## config.mk

```make
export PLATFORM = sky130hd
export DESIGN_NAME = macflt_seq_flat
export DESIGN_NICKNAME = d
export VERILOG_FILES = /design/src/rtl/macflt_seq_if.sv /design/src/rtl/macflt_seq.sv /design/src/flat_wrapper.sv
export SDC_FILE = /design/constraint.sdc
export NUM_CORES = 1
export LEC_CHECK = 0
export BUFFER_PORTS_ARGS = -buffer_cell sky130_fd_sc_hd__buf_2
export CELL_PAD_IN_SITES_DETAIL_PLACEMENT = 0
export CELL_PAD_IN_SITES_GLOBAL_PLACEMENT = 1
export CORE_MARGIN = 8
export CORE_UTILIZATION = 55
export CTS_CLUSTER_SIZE = 8
export DETAILED_ROUTE_END_ITERATION = 16
export GPL_ROUTABILITY_DRIVEN = 0
export PLACE_DENSITY = 0.87
export SYNTH_ARGS = -nofsm -noshare
export SYNTH_HDL_FRONTEND = slang
export SYNTH_SLANG_ARGS = --single-unit
```

## constraint.sdc

```tcl
create_clock -name wb_clk_i -period 12.8 [get_ports wb_clk_i]
set_input_delay 0.64 -clock wb_clk_i [delete_from_list [all_inputs] [get_ports wb_clk_i]]
set_output_delay 0.64 -clock wb_clk_i [all_outputs]
set_load 0.03 [all_outputs]
```

## src/rtl/macflt_seq_if.sv

```systemverilog
// Purpose: register bus bundle for the receive-address filter.
//   wb_adr_i [2:0]  register select      wb_dat_i [15:0] write data
//   wb_dat_o [15:0] registered read data wb_cyc_i/wb_stb_i bus cycle and strobe
//   wb_we_i         1 = write            wb_sel_i [1:0]  byte lanes
//   wb_ack_o        acknowledge
interface macflt_seq_if;
  logic [2:0]  wb_adr_i;
  logic [15:0] wb_dat_i;
  logic [15:0] wb_dat_o;
  logic        wb_cyc_i;
  logic        wb_stb_i;
  logic        wb_we_i;
  logic [1:0]  wb_sel_i;
  logic        wb_ack_o;

  modport master (
    output wb_adr_i, wb_dat_i, wb_cyc_i, wb_stb_i, wb_we_i, wb_sel_i,
    input  wb_dat_o, wb_ack_o
  );

  modport slave (
    input  wb_adr_i, wb_dat_i, wb_cyc_i, wb_stb_i, wb_we_i, wb_sel_i,
    output wb_dat_o, wb_ack_o
  );
endinterface

```

## src/rtl/macflt_seq.sv

```systemverilog
// Purpose: receive destination-MAC filter. A DEPTH-entry table of permitted
//   MACs is loaded over the register bus in setup mode and scanned one entry
//   per clock for each received MAC.
// Ports:
//   wb_clk_i, rst_i (synchronous, active high)
//   bus         register bus (slave modport of macflt_seq_if)
//   flt_mode_i  [0] setup mode, [1] promiscuous
//   mac_vld_i   one-cycle pulse qualifying mac_i
//   mac_i       destination MAC, [47:40] = first octet on the wire
//   flt_busy_o  scan in progress
//   flt_done_o  one-cycle result pulse
//   flt_hit_o   accepted, held until the next accepted MAC
//   flt_idx_o   matching entry, 0 on miss or promiscuous
// Build option: define MACFLT_MCAST_EN to add the all-multicast bit (reg 6 bit 15).
module macflt_seq #(
  parameter int unsigned DEPTH = 14,
  parameter int unsigned AW    = 4
) (
  input  logic             wb_clk_i,
  input  logic             rst_i,
  macflt_seq_if.slave      bus,
  input  logic [1:0]       flt_mode_i,
  input  logic             mac_vld_i,
  input  logic [47:0]      mac_i,
  output logic             flt_busy_o,
  output logic             flt_done_o,
  output logic             flt_hit_o,
  output logic [AW-1:0]    flt_idx_o
);
  localparam int unsigned MAC_W = 48;
  localparam int unsigned DAT_W = 16;

  typedef enum logic [1:0] {S_IDLE, S_SCAN, S_DONE} state_t;

  state_t             state_q, state_d;
  logic [AW-1:0]      ptr_q, ptr_d;
  logic [MAC_W-1:0]   mac_q, mac_d;
  logic               busy_d, done_d, hit_d, hit_inc;
  logic [AW-1:0]      idx_d;

  logic [MAC_W-1:0]   tbl [DEPTH];
  logic [DEPTH-1:0]   valid_q;
  logic [AW-1:0]      sel_idx_q;
  logic [DAT_W-1:0]   buf1_q, buf2_q, cnt_q;
  logic               acc_q, req, wr_ok, wr_cfg, idx_ok, entry_hit, scan_last, mcast_en;
  logic [MAC_W-1:0]   entry_rd;
  logic [DAT_W-1:0]   rd_c;

  assign req       = bus.wb_cyc_i & bus.wb_stb_i;
  // acc_q marks the cycle before ack; writes land exactly once, on that edge
  assign wr_ok     = acc_q & req & bus.wb_we_i & (bus.wb_sel_i == 2'b11);
  assign wr_cfg    = wr_ok & flt_mode_i[0];
  assign idx_ok    = 32'(sel_idx_q) < DEPTH;
  assign entry_rd  = idx_ok ? tbl[sel_idx_q] : '0;
  assign entry_hit = valid_q[ptr_q] && (tbl[ptr_q] == mac_q);
  assign scan_last = 32'(ptr_q) == (DEPTH - 32'd1);

`ifdef MACFLT_MCAST_EN
  logic mcast_q;
  // All-multicast enable, writable only in setup mode
  always_ff @(posedge wb_clk_i) begin
    if (rst_i) begin
      mcast_q <= 1'b0;
    end else if (wr_cfg && bus.wb_adr_i == 3'd6) begin
      mcast_q <= bus.wb_dat_i[15];
    end
  end
  assign mcast_en = mcast_q;
`else
  assign mcast_en = 1'b0;
`endif

  // Read mux
  always_comb begin
    rd_c = '0;
    case (bus.wb_adr_i)
      3'd0:    rd_c = DAT_W'(sel_idx_q);
      3'd1:    rd_c = entry_rd[15:0];
      3'd2:    rd_c = entry_rd[31:16];
      3'd3:    rd_c = entry_rd[47:32];
      3'd4:    rd_c = DAT_W'(valid_q);
      3'd5:    rd_c = cnt_q;
      3'd6:    rd_c = {mcast_en, 11'd0, flt_hit_o, flt_busy_o, flt_mode_i};
      default: rd_c = '0;
    endcase
  end

  // Bus handshake, configuration registers and hit counter
  always_ff @(posedge wb_clk_i) begin
    if (rst_i) begin
      acc_q        <= 1'b0;
      bus.wb_ack_o <= 1'b0;
      bus.wb_dat_o <= '0;
      sel_idx_q    <= '0;
      buf1_q       <= '0;
      buf2_q       <= '0;
      valid_q      <= '0;
      cnt_q        <= '0;
    end else begin
      acc_q        <= req & ~acc_q & ~bus.wb_ack_o;
      bus.wb_ack_o <= acc_q & req;
      if (acc_q & req) bus.wb_dat_o <= rd_c;
      if (wr_cfg) begin
        case (bus.wb_adr_i)
          3'd0: sel_idx_q <= bus.wb_dat_i[AW-1:0];
          3'd1: buf1_q    <= bus.wb_dat_i;
          3'd2: buf2_q    <= bus.wb_dat_i;
          3'd3: if (idx_ok) valid_q[sel_idx_q] <= 1'b1;
          3'd4: valid_q   <= valid_q & ~bus.wb_dat_i[DEPTH-1:0];
          default: ;
        endcase
      end
      if (wr_ok && bus.wb_adr_i == 3'd5) begin
        cnt_q <= '0;
      end else if (hit_inc && cnt_q != 16'hFFFF) begin
        cnt_q <= cnt_q + 16'd1;
      end
    end
  end

  // Table storage survives reset
  always_ff @(posedge wb_clk_i) begin
    if (!rst_i && wr_cfg && bus.wb_adr_i == 3'd3 && idx_ok) begin
      tbl[sel_idx_q] <= {bus.wb_dat_i, buf2_q, buf1_q};
    end
  end

  // Filter FSM state and registered outputs
  always_ff @(posedge wb_clk_i) begin
    if (rst_i) begin
      state_q    <= S_IDLE;
      ptr_q      <= '0;
      mac_q      <= '0;
      flt_busy_o <= 1'b0;
      flt_done_o <= 1'b0;
      flt_hit_o  <= 1'b0;
      flt_idx_o  <= '0;
    end else begin
      state_q    <= state_d;
      ptr_q      <= ptr_d;
      mac_q      <= mac_d;
      flt_busy_o <= busy_d;
      flt_done_o <= done_d;
      flt_hit_o  <= hit_d;
      flt_idx_o  <= idx_d;
    end
  end

  // Filter FSM next state
  always_comb begin
    state_d = state_q;
    ptr_d   = ptr_q;
    mac_d   = mac_q;
    busy_d  = flt_busy_o;
    done_d  = 1'b0;
    hit_d   = flt_hit_o;
    idx_d   = flt_idx_o;
    hit_inc = 1'b0;
    case (state_q)
      S_IDLE: begin
        if (mac_vld_i && !flt_mode_i[0]) begin
          mac_d = mac_i;
          ptr_d = '0;
          hit_d = 1'b0;
          idx_d = '0;
          // Promiscuous or all-multicast accepts without consulting the table
          if (flt_mode_i[1] || (mcast_en && mac_i[40])) begin
            state_d = S_DONE;
            done_d  = 1'b1;
            hit_d   = 1'b1;
            hit_inc = 1'b1;
          end else begin
            state_d = S_SCAN;
            busy_d  = 1'b1;
          end
        end
      end
      S_SCAN: begin
        if (flt_mode_i[0]) begin
          state_d = S_IDLE;
          busy_d  = 1'b0;
        end else if (entry_hit) begin
          state_d = S_DONE;
          busy_d  = 1'b0;
          done_d  = 1'b1;
          hit_d   = 1'b1;
          idx_d   = ptr_q;
          hit_inc = 1'b1;
        end else if (scan_last) begin
          state_d = S_DONE;
          busy_d  = 1'b0;
          done_d  = 1'b1;
        end else begin
          ptr_d = ptr_q + AW'(1);
        end
      end
      S_DONE:  state_d = S_IDLE;
      default: state_d = S_IDLE;
    endcase
  end
endmodule

```

## src/flat_wrapper.sv

```systemverilog
// flat-port wrapper written by rule: the top's interface ports become plain ports
module macflt_seq_flat 
#(
  parameter int unsigned DEPTH = 14,
  parameter int unsigned AW    = 4
)
  (wb_clk_i, rst_i, flt_mode_i, mac_vld_i, mac_i, flt_busy_o, flt_done_o, flt_hit_o, flt_idx_o, bus_wb_adr_i, bus_wb_dat_i, bus_wb_cyc_i, bus_wb_stb_i, bus_wb_we_i, bus_wb_sel_i, bus_wb_dat_o, bus_wb_ack_o);
  macflt_seq_if bus_i ();
  input  logic wb_clk_i;
  input  logic rst_i;
  input  logic [1:0] flt_mode_i;
  input  logic mac_vld_i;
  input  logic [47:0] mac_i;
  output logic flt_busy_o;
  output logic flt_done_o;
  output logic flt_hit_o;
  output logic [AW-1:0] flt_idx_o;
  input wire logic [$bits(bus_i.wb_adr_i)-1:0] bus_wb_adr_i;
  input wire logic [$bits(bus_i.wb_dat_i)-1:0] bus_wb_dat_i;
  input wire logic [$bits(bus_i.wb_cyc_i)-1:0] bus_wb_cyc_i;
  input wire logic [$bits(bus_i.wb_stb_i)-1:0] bus_wb_stb_i;
  input wire logic [$bits(bus_i.wb_we_i)-1:0] bus_wb_we_i;
  input wire logic [$bits(bus_i.wb_sel_i)-1:0] bus_wb_sel_i;
  output wire logic [$bits(bus_i.wb_dat_o)-1:0] bus_wb_dat_o;
  output wire logic [$bits(bus_i.wb_ack_o)-1:0] bus_wb_ack_o;
  assign bus_i.wb_adr_i = bus_wb_adr_i;
  assign bus_i.wb_dat_i = bus_wb_dat_i;
  assign bus_i.wb_cyc_i = bus_wb_cyc_i;
  assign bus_i.wb_stb_i = bus_wb_stb_i;
  assign bus_i.wb_we_i = bus_wb_we_i;
  assign bus_i.wb_sel_i = bus_wb_sel_i;
  assign bus_wb_dat_o = bus_i.wb_dat_o;
  assign bus_wb_ack_o = bus_i.wb_ack_o;
  macflt_seq #(.DEPTH(DEPTH), .AW(AW)) u_core (.wb_clk_i(wb_clk_i), .rst_i(rst_i), .bus(bus_i), .flt_mode_i(flt_mode_i), .mac_vld_i(mac_vld_i), .mac_i(mac_i), .flt_busy_o(flt_busy_o), .flt_done_o(flt_done_o), .flt_hit_o(flt_hit_o), .flt_idx_o(flt_idx_o));
endmodule
```

## Word level (Yosys, flattened, before mapping)

Memories as Yosys holds them, arrays and structs flattened. A register that Yosys moved wholly into a read port is not among the register bits.
Cells that the tools add are included.

- Register bits after elaboration: 145
- Memory bits (writable): 672
- Input port bits: 77
- Logic and storage cells: 124
- Memories kept: 1

Memory list:

| memory | depth | bits a word | read ports | clocked after memory_dff | wr ports | RTL line | source |
|---|---|---|---|---|---|---|---|
| u_core.tbl | 14 | 48 | 2 | 2 | 1 | macflt_seq.sv:41 | `logic [MAC_W-1:0] tbl [DEPTH];` |

- Add/sub/neg operators: 2
- Magnitude comparators: 4
- Equal/unequal tests: 19
- Multiplexer cells: 47
- Bitwise operators: 12
- Reduce and logical (&&, ||, !) cells: 24

Operator list:

| kind | count |
|---|---|
| $pmux W16 S7 | 1 |
| $eq A48 B48 Y1 | 1 |
| $mux W48 | 1 |
| $mux W4 | 10 |
| $pmux W14 S2 | 1 |
| $mux W1 | 19 |
| $add A16 B1 Y16 const B | 1 |
| $ne A16 B16 Y1 const B | 1 |
| $pmux W4 S2 | 2 |
| $and A14 B14 Y14 | 1 |
| $mux W14 | 1 |
| $not A14 Y14 | 1 |
| $or A14 B14 Y14 | 1 |
| $lt A4 B5 Y1 const B | 2 |
| $mux W2 | 5 |
| $reduce_and A2 Y1 | 5 |
| $eq A3 B3 Y1 const B | 3 |
| $logic_and A1 B1 Y1 | 8 |
| $ne A2 B2 Y1 const B | 4 |
| $pmux W1 S2 | 4 |
| $reduce_and A4 Y1 | 2 |
| $and A1 B1 Y1 | 7 |
| $eq A3 B2 Y1 const B | 2 |
| $ne A2 B1 Y1 const B | 3 |
| 19 further kinds | 22 |

## Logic depth before layout (Yosys ltp)

- Depth in word-level cells: 10
- Depth in mapped cells: 18
- Mapped depth without buffers: 10

## Worst setup path after synthesis

Ideal clock, no wire load.

- Path kind: in2reg
- Start point: input port bus_wb_adr_i[1]
- End point: memory u_core.tbl[1][0] (enable)
- Setup time: 0.513 ns
- Data arrival time: 5.192 ns
- Data required time: 12.287 ns
- Path slack: 7.095 ns
- Cell stages on the path: 7
- Path through: clkbuf_1 and4b_1 clkbuf_1 nand3_1 nor2_1 nand3b_1 nor3_1

- Cells in the longest elaborated chain, start to end: 5

Ends and longest elaborated chain:

| what | RTL line | source |
|---|---|---|
| start: declaration | flat_wrapper.sv:18 | `input wire logic [$bits(bus_i.wb_adr_i)-1:0] bus_wb_adr_i;` |
| $eq A3 B2 Y1 | macflt_seq.sv:123 | `if (!rst_i && wr_cfg && bus.wb_adr_i == 3'd3 && idx_ok) begin` |
| $logic_and A1 B1 Y1 (2 in a row) | macflt_seq.sv:123 |  |
| $mux W1 | macflt_seq.sv:123 |  |
| $mux W1 (not written as such) | macflt_seq.sv:124 | `tbl[sel_idx_q] <= {bus.wb_dat_i, buf2_q, buf1_q};` |
| end: declaration | macflt_seq.sv:41 |  |

Every way passes these cells.

==> results_dict.tcl <==
set metrics [dict create \
    grtUsageMet1 0.4124 \
    crit_type "reg2reg" \
    fin_worst_skew_ps 27.32 \
    grt_busiest_layer "met2" \
    io_pins 101 \
    path_clk_slew_ps 50 \
    synth-seq-cells 825 \
    cts.sinks 825 \
    worstPathArrival_ps 6750 \
    wl_per_cell_um 34.18 \
    cellLeakagePower_uw 0.01473 \
    tritoncts "yes" \
    cp_top_family "buffers and inverters" \
    num_vias 26405 \
    status "complete, no violations" \
    synth_edf_count 672 \
    p_clk_frac 0.481 \
    use_met2 0.4746 \
    wirelength_um 126500 \
    grt_usage 0.3155 \
    cp_slowest_stage_delay_ps 850 \
    clkLatencyLatePin_ps 670 \
    critPathLaunchType "flop" \
    period_minus_slack_ps 6163 \
    yosys.area.top_type "edfxtp_1" \
    worstPathMaxFanout 55 \
    yosysSeqAreaShare 0.5985 \
    clockBufferDepth 3 \
    dp_hpwl_um 76830 \
    r2r_slack_ps 6640 \
    antenna_found_initial 7 \
    pwr-share-seq 0.496 \
    core_area_sq_um 70030 \
    cpMostUsedCell "buf_4" \
    vias_per_cell 7.133 \
    cts_setup_buffers 0 \
    die_y_um 281.7 \
    synth_ff_type "edfxtp_1" \
    fin_tns_setup_ps 0 \
    syn-num-nets 2661 \
    die_area_sq_um 79370 \
    ir_drop_mv 0.09615 \
    grt_pass1_vias 26129 \
    initial_core_util 0.5545 \
    syn_inst 2581 \
    finalNetCount 2744 \
    ant_nets 0 \
    p_switching_uw 1230 \
    final_core_util 0.6217 \
    grt_setup_unrepaired "false" \
    fin_crit_sh 0.4815 \
    met3_usage 0.1013 \
    n_fill_cell 5019 \
    die_w_um 281.7 \
    cp_num_buf_inv 3 \
    syn_avg_cell_area_sq_um 15.05 \
    endpoint_kind "flop" \
    cts_hold_buf 0 \
    ys_warn_count 0 \
    cts_htree_levels 3 \
    switching_share 0.2102 \
    drt_iter0_markers 4374 \
    rows 97 \
    layout-drive-gt1-share 0.2506 \
    synth_cell_types 71 \
    syn2layout_area_growth_pct 12.11 \
    p_int_uw 4621 \
    setup_violations 0 \
    drc 0 \
    fmaxAchievable_ghz 0.1623 \
    tightestPinTransition_ps 1278 \
    cts_root_buf "clkbuf_16" \
    numCtsBuffers 113 \
    dr.pass1.iters 7 \
    synth_area_leaders "edfxtp_1 52%, mux4_2 17%, dfxtp_1 7.9%" \
    drv_cap 0 \
    crit_slowest_cell "buf_4" \
    drv_slew 0 \
    power_density_nw_per_um2 134.4 \
    worstPathRequired_ps 13380 \
    async_reset_ff_frac 0 \
    relSlewSlack 0.1435 \
    netlist_area_sq_um 38830 \
    p_comb_frac 0.023 \
    place.port_buffers 100 \
    crit_path_cell_trace "buf_4, buf_4, mux4_2, mux4_2, xnor2_1, nand3_1, nor4_1, and4b_1, a32oi_1, buf_4, or4_1, a21oi_1" \
    yosysTopAreaCellShare 0.5196 \
    grt_pass1_wl_um 181200 \
    grt_max_degree 96 \
    cts_resized 0 \
    grt_overflow 0 \
    holdCritPathClass "in2reg" \
    hold_violations 0 \
]
## synthesized netlist by cell type (all sizes together) (26+ instances only)
cell type	number
a21oi	156
a22oi	49
buf	79
clkbuf	104
dfxtp	153
edfxtp	672
inv	26
mux2	99
mux2i	159
mux4	285
nand2	245
nand3	42
nor2	127
nor3	32
o21ai	53
## power groups by stage
stage | clock [uW] | combinational (uW) | sequential [uW]
2_1_floorplan | 0 | 66.7 | 2950
6_report | 2810 | 137 | 2900
3_5_place_dp | 0 | 132 | 2950
5_1_grt | 2930 | 143 | 2900
3_3_place_gp | 0 | 130 | 2950
4_1_cts | 2820 | 133 | 2900
## layout by cell type (no fill, tap or decap), types with 42 or more instances in the layout
master     Yosys  routed
edfxtp_1     672     672
mux4_2       285     285
nand2_1      245     245
mux2i_1      159     159
a21oi_1      156     156
dfxtp_1      153     145
clkbuf_16      0     117
nor2_1       127     116
mux2_2        99      99
buf_2         28      99
clkbuf_1     104      91
o21ai_0       52      52
buf_4         24      50
a22oi_1       49      49
nand3_1       42      42
## layout make-up
cell class / count / area [sq um] / area share
sequential: 825 / 23270 / 0.5345
tap: 940 / 1176 / 0.02701
multi-input combinational: 1547 / 14770 / 0.3393
timing repair buffer: 151 / 910.9 / 0.02092
antenna: 1 / 2.502 / 0.00005748
inverter: 26 / 97.59 / 0.002242
clock inverter: 3 / 22.52 / 0.0005173
clock buffer: 209 / 3283 / 0.07541
## layer usage
| layer | vias up | wire [um] |
|---|---|---|
| met2 | 2214 | 56620 |
| li1 | 10493 | - |
| met1 | 13281 | 43830 |
| met3 | 409 | 18830 |
| met5 | - | 56 |
| met4 | 8 | 7189 |
## through the flow
step	hold slack, ps	worst slack [ps]	power [uW]	std cells	instance area, sq um
global route	219.1	6566	5967	3702	43540
CTS	189.9	6963	5853	3701	43530
global placement	400.5	7081	3082	3489	40230
floorplan	396.8	7095	3012	2581	38830
finish	210.0	6637	5850	3702	43540
detailed placement	413.1	7022	3084	3489	40230
## worst register-to-register path, delay by kind of cell, from the launching register on
kind	cells	cell delay (ps)
compound gates	2	360
xor+xnor	1	470
buf+inv	3	1900
flops	1	770
mux	2	920
simple gates	4	1660
## flip-flops by register name (all words and copies together) (netlist names), named ones only
| signal | flops |
|---|---|
| u_core.mac_q | 48 |
| u_core.cnt_q | 16 |
| u_core.state_q | 2 |
| u_core.ptr_q | 4 |
| u_core.bus.wb_ack_o | 1 |
| u_core.buf2_q | 16 |
| u_core.bus.wb_dat_o | 16 |
| u_core.flt_busy_o | 1 |
| u_core.buf1_q | 16 |
| u_core.flt_idx_o | 4 |
| u_core.flt_hit_o | 1 |
| u_core.sel_idx_q | 4 |
| u_core.tbl | 672 |
| u_core.flt_done_o | 1 |
| u_core.acc_q | 1 |
| u_core.valid_q | 14 |
## cell families after synthesis
| logic type | share of synthesized area |
|---|---|
| compound gates | 0.06093 |
| xor+xnor | 0.009472 |
| fa+ha+maj | 0.0009667 |
| buf+inv | 0.02400 |
| flops | 0.5985 |
| mux | 0.2350 |
| simple gates | 0.07114 |
## path summary, 6_finish.rpt
| check | from | endpoint | cells past startpoint |
|---|---|---|---|
| max | flop | u_core.cnt_q[3]$_SDFFE_PP0P_ | 12 |
| min | bus_wb_stb_i | u_core.acc_q$_SDFF_PP0_ | 3 |
| max reg2reg | flop | u_core.cnt_q[3]$_SDFFE_PP0P_ | 12 |
| min reg2reg | u_core.bus.wb_ack_o$_SDFF_PP0_ | u_core.acc_q$_SDFF_PP0_ | 1 |
Note: power is estimated with default switching activity, not from simulation.
